`config.mk`:
```
export PLATFORM = sky130hd
export DESIGN_NAME = muldiv_hilo_unit
export DESIGN_NICKNAME = d
export VERILOG_FILES = /design/src/rtl/muldiv_hilo_unit.sv
export SDC_FILE = /design/constraint.sdc
export NUM_CORES = 1
export LEC_CHECK = 0
export ABC_AREA = 1
export CAP_MARGIN = 20
export CELL_PAD_IN_SITES_DETAIL_PLACEMENT = 0
export CELL_PAD_IN_SITES_GLOBAL_PLACEMENT = 1
export CORE_MARGIN = 2
export CORE_UTILIZATION = 37
export DETAILED_ROUTE_END_ITERATION = 8
export PLACE_DENSITY_LB_ADDON = 0.1
export SLEW_MARGIN = 5
export SYNTH_ARGS = -nofsm -noshare
export SYNTH_HDL_FRONTEND = slang
export SYNTH_SLANG_ARGS = --single-unit
```
`constraint.sdc`:
```
create_clock -name clk -period 6.7 [get_ports clk]
set_clock_uncertainty 0.1 [all_clocks]
set_input_delay 1.005 -clock clk [delete_from_list [all_inputs] [get_ports clk]]
set_output_delay 1.005 -clock clk [all_outputs]
set_load 0.05 [all_outputs]
```
`src/rtl/muldiv_hilo_unit.sv`:
```
// muldiv_hilo_unit: iterative signed/unsigned multiply/divide owning the HI/LO pair
// Ports:
//   clk, reset         rising-edge clock, asynchronous active-high reset
//   start, op, S, T    operation request (00 MULTU, 01 MULT, 10 DIVU, 11 DIV) and operands
//   hi_we, lo_we       direct HI/LO writes of wr_data, honoured only while idle
//   flush              synchronous abort of an in-flight operation
//   busy, done         operation in flight / one-cycle completion pulse
//   div_zero           last completed divide had a zero divisor
//   HI, LO             result registers
module muldiv_hilo_unit #(
    parameter int WIDTH = 32
) (
    input  logic             clk,
    input  logic             reset,
    input  logic             start,
    input  logic [1:0]       op,
    input  logic [WIDTH-1:0] S,
    input  logic [WIDTH-1:0] T,
    input  logic             hi_we,
    input  logic             lo_we,
    input  logic [WIDTH-1:0] wr_data,
    input  logic             flush,
    output logic             busy,
    output logic             done,
    output logic             div_zero,
    output logic [WIDTH-1:0] HI,
    output logic [WIDTH-1:0] LO
);
    localparam int CW = $clog2(WIDTH + 1);

    typedef enum logic [1:0] {IDLE, RUN, FIX} state_t;

    state_t               state, state_nx;
    logic                 is_div, neg, sgn_s, accept;
    logic [WIDTH-1:0]     a, b, smag, tmag, quo, rem;
    logic [2*WIDTH-1:0]   acc, acc_nx, prod;
    logic [WIDTH:0]       msum, trial;
    logic [CW-1:0]        cnt;

    assign busy = state != IDLE;

    always_comb begin
        accept   = state == IDLE && start && !flush;
        state_nx = flush ? IDLE :
                   state == IDLE ? (start ? RUN : IDLE) :
                   state == RUN  ? (cnt == CW'(1) ? FIX : RUN) : IDLE;
    end

    // Multiply keeps the multiplier in the low half and shifts the partial sum in from the top.
    // Divide keeps {remainder, dividend/quotient}; the shifted-out remainder bit joins the
    // trial subtraction, so trial[WIDTH] set means the divisor did not fit.
    always_comb begin
        smag   = op[0] && S[WIDTH-1] ? -S : S;
        tmag   = op[0] && T[WIDTH-1] ? -T : T;
        msum   = {1'b0, acc[2*WIDTH-1:WIDTH]} + (acc[0] ? {1'b0, a} : '0);
        trial  = acc[2*WIDTH-1:WIDTH-1] - {1'b0, b};
        acc_nx = !is_div ? {msum, acc[WIDTH-1:1]} :
                 trial[WIDTH] ? {acc[2*WIDTH-2:0], 1'b0} :
                 {trial[WIDTH-1:0], acc[WIDTH-2:0], 1'b1};
        prod   = neg ? -acc : acc;
        quo    = neg ? -acc[WIDTH-1:0] : acc[WIDTH-1:0];
        // With a zero divisor the remainder ends up as the dividend magnitude, so restoring
        // the dividend sign reproduces the original S.
        rem    = sgn_s ? -acc[2*WIDTH-1:WIDTH] : acc[2*WIDTH-1:WIDTH];
    end

    always_ff @(posedge clk or posedge reset) begin
        if (reset) state <= IDLE;
        else       state <= state_nx;
    end

    always_ff @(posedge clk or posedge reset) begin
        if (reset) begin
            is_div   <= 1'b0;
            neg      <= 1'b0;
            sgn_s    <= 1'b0;
            a        <= '0;
            b        <= '0;
            acc      <= '0;
            cnt      <= '0;
            done     <= 1'b0;
            div_zero <= 1'b0;
            HI       <= '0;
            LO       <= '0;
        end else begin
            done <= state == FIX && !flush;
            if (state == IDLE && hi_we) HI <= wr_data;
            if (state == IDLE && lo_we) LO <= wr_data;
            if (accept) begin
                is_div   <= op[1];
                neg      <= op[0] && (S[WIDTH-1] ^ T[WIDTH-1]);
                sgn_s    <= op[0] && S[WIDTH-1];
                a        <= smag;
                b        <= tmag;
                acc      <= {{WIDTH{1'b0}}, op[1] ? smag : tmag};
                cnt      <= CW'(WIDTH);
                div_zero <= 1'b0;
            end
            if (state == RUN) begin
                acc <= acc_nx;
                cnt <= cnt - CW'(1);
            end
            if (state == FIX && !flush) begin
                if (is_div) begin
                    HI       <= rem;
                    LO       <= b == '0 ? acc[WIDTH-1:0] : quo;
                    div_zero <= b == '0;
                end else begin
                    {HI, LO} <= prod;
                end
            end
        end
    end
endmodule

```
==> impl_metrics.csv <==
group,metric,value,unit
finish,area_growth_syn_to_layout,16.5,%
placement,port_buffers,170,
finish,final_common_cell,"nand2_1",
finish,fin_util,43.4,%
worst_setup_path,crit_arrival,4.04,ns
run_status,outcome,"finished, final reports clean",
synth,synth-xor-area-share,2.49,%
synth,synthAdderAreaFrac,4.82,%
finish,n_antenna_cell,0,
worst_setup_path,critPathKind,"reg -> reg",
power,vdd_ir_drop_max,0.000239,V
route,ant_nets,0,
grt,grt_pass1_vias,20130,
synth,synth_top_family_by_area,"simple AND/OR/NAND/NOR gates",
timing,totalNegativeSetupSlack,0,ns
timing,drv_slew,0,
worst_setup_path,crit_slowest_cell,"dfrtp_1",
synth,async_flop_share,100,%
synth,muxShareOfSynthArea,0,%
worst_setup_path,required,7.06,ns
finish,final_net_count,3483,
synth,syn_nets,3378,
die,die-area,53200,µm²
synth,yosys.area_share.simple,40.7,%
die,start_util,37.2,%
die,die_height,231,µm
worst_setup_path,r2r_slack,3.02,ns
timing,final-setup-viol-count,0,
cts,htree_num_levels,1,
worst_setup_path,cpLargestDelayFamily,"simple AND/OR/NAND/NOR gates",
synth,syn_avg_cell_area,5.94,µm²
cts,clk_pin_slew,0.06,ns
worst_setup_path,path_max_fanout,34,
route,dr.pass1.iters,8,
worst_setup_path,path_cells,"nand2_1 -> inv_1 -> ha_1 -> inv_1 -> fa_1 -> o21ai_0 -> nand2_1 -> nand2_1 -> nand2_1 -> nand2_1 -> nand2_1 -> nand3_1 -> nand2_1 -> nor2_1 -> nor2_1 -> nand2_1 -> nand2_1",
finish,layout_common_cells,"1052 x nand2_1, 424 x inv_1, 339 x nand3_1",
timing,min_period,3.68,ns
timing,rsz0062_at_grt,"false",
placement,routabilityCongestion,0.978,
cts,cts_buffer_depth,3,
synth,ys_ff_latch,205,
die,die_x,231,µm
cts,cts-root-buf,"clkbuf_16",
grt,grt_pass1_wl,125,mm
die,io_pins,171,
route,drc,0,
timing,fin_ws,3.02,ns
worst_setup_path,cpMostUsedCell,"nand2_1",
worst_setup_path,end_kind,"flip-flop",
cts,cts_tree,"built",
synth,dominantRegCellSynth,"dfrtp_1",
placement,placed_cells,3957,
synth,synth_compound_area_share,13.6,%
grt,gr-total-overflow,0,
placement,post-place-ws,2.98,ns
synth,synth_top_area_cell,"dfrtp_1",
worst_setup_path,cp_slowest_stage_delay,1.07,ns
power,power_leakage,11.3,nW
power,p_per_area,405,nW/µm²
synth,ys_warn_count,0,
finish,instances_no_fill,4006,
worst_setup_path,worst-path-buf-inv,2,
route,routedWlPerCell,20.7,µm
die,core_area,51100,µm²
grt,antenna_found_initial,1,
cts,post_cts_resized,0,
job,cap_violations,0,
synth,seq_area_frac_synth,27.0,%
route,num_vias,21388,
finish,fin_area,22200,µm²
grt,grt_max_degree,151,
cts,ctsHoldBuffers,0,
timing,fin_crit_sh,55.0,%
finish,layout-drive-gt1-share,4.24,%
cts,insertion_delay,0.59,ns
route,via_per_inst,5.34,
synth,synth.distinct_cells,52,
die,rows,83,
synth,syn_inst,3202,
placement,placed_cell_area,21200,µm²
timing,max_slew_margin,26.7,%
timing,max_freq,0.272,GHz
hold_path,min_path_type,"reg -> reg",
synth,syn_area,19000,µm²
timing,hold_violations,0,
route,drt_iter0_drc,1957,
synth,yosys-top-cells-area,"dfrtp_1 27%, nand2_1 21%, nand3_1 8.9%",
synth,synth_top_area_share,27.0,%
route,routed_wl,83.1,mm
cts,post_cts_buffers,0,
grt,track_usage,30.9,%
synth,synth_edf_count,0,
finish,nFillCells,5683,
cts,cts.sinks,205,
timing,worstMarginPinSlew,1.10,ns
cts,cts-buffers-inserted,28,
worst_setup_path,start_kind,"flip-flop",
placement,dpl.hpwl,66.2,mm
cell type report:
class,instances,area (µm²),area share (%)
well taps,680,851,3.84
multi-input cells,2435,11700,52.9
clock buffers,36,771,3.48
repair buffers,188,1850,8.35
flip-flops and latches,205,5130,23.2
clock inverters,13,139,0.627
inverters,449,1690,7.63
state kept, by name (all words and copies together), names as in the netlist:
register  count
HI           32
div_zero      1
sgn_s         1
LO           32
state         2
cnt           6
done          1
neg           1
a            32
b            32
acc          64
is_div        1
synthesized netlist by cell type (2+ instances only):
library cell / number
or2_2: 9
a31oi_1: 23
a21oi_1: 138
nand2_2: 13
nor2_1: 296
o22ai_1: 2
o211ai_2: 3
nand3_4: 2
fa_1: 2
nor3_2: 3
buf_1: 16
nand3_2: 7
inv_2: 20
xnor2_1: 6
nor3_1: 27
buf_6: 3
nor4_1: 19
o2111ai_1: 2
xor2_1: 48
nand4_1: 43
ha_1: 70
and2_1: 2
o21bai_1: 16
dfrtp_1: 205
nor2_2: 7
o21ai_1: 16
buf_2: 16
a21o_1: 9
o211ai_1: 15
nand2_1: 1053
nand3b_1: 9
a21oi_2: 4
o21ai_0: 237
inv_1: 425
buf_4: 2
clkinv_1: 3
o31ai_1: 3
clkbuf_1: 75
nand3_1: 340
metrics by stage:
step / power [mW] / hold WS, ns
5_1_grt: 9.69 / 0.416
2_1_floorplan: 5.63 / 0.349
3_3_place_gp: 7.40 / 0.363
3_5_place_dp: 7.42 / 0.376
6_report: 8.98 / 0.386
4_1_cts: 8.96 / 0.392
worst paths after layout:
kind / from / endpoint / cells past startpoint
setup reg to reg: acc[0] / acc[59] / 17
max in group asynchronous: reset / LO[24] / 4
min in group asynchronous: reset / HI[30] / 3
hold reg to reg: a[6] / a[6] / 2
hold / removal: a[6] / a[6] / 2
setup / recovery: acc[0] / acc[59] / 17
routing by layer:
layer / wire, µm / track usage (%) / vias to the layer above
met1: 38300 / 43.8 / 10004
met4: 3090 / 10.5 / 2
met2: 36000 / 47.4 / 758
li1: - / - / 10492
met3: 5670 / 5.27 / 132
met5: 13 / 0 / -
power breakdown:
group | internal (mW) | total (mW) | leakage, nW | switching [mW]
clock network | 0.884 | 1.49 | 0.446 | 0.610
logic | 1.61 | 5.23 | 8.30 | 3.62
registers | 1.60 | 2.25 | 2.51 | 0.654
cell families (layout without fill, tap and decap cells):
kind of cell               after synthesis  in the layout
AOI/OAI and AO/OA                      474            474
xor gates and xnor gates                54             54
buffers and inverters                  562            686
and+or+nand+nor                       1835           1835
adders and majority gates               72             72
DFF                                    205            205
tightest hold or removal path: cells and delay by family (launching register included):
family	cells	cell delay [ns]
simple gates	2	0.11
flops	1	0.35
Note: power is estimated with default switching activity, not from simulation.
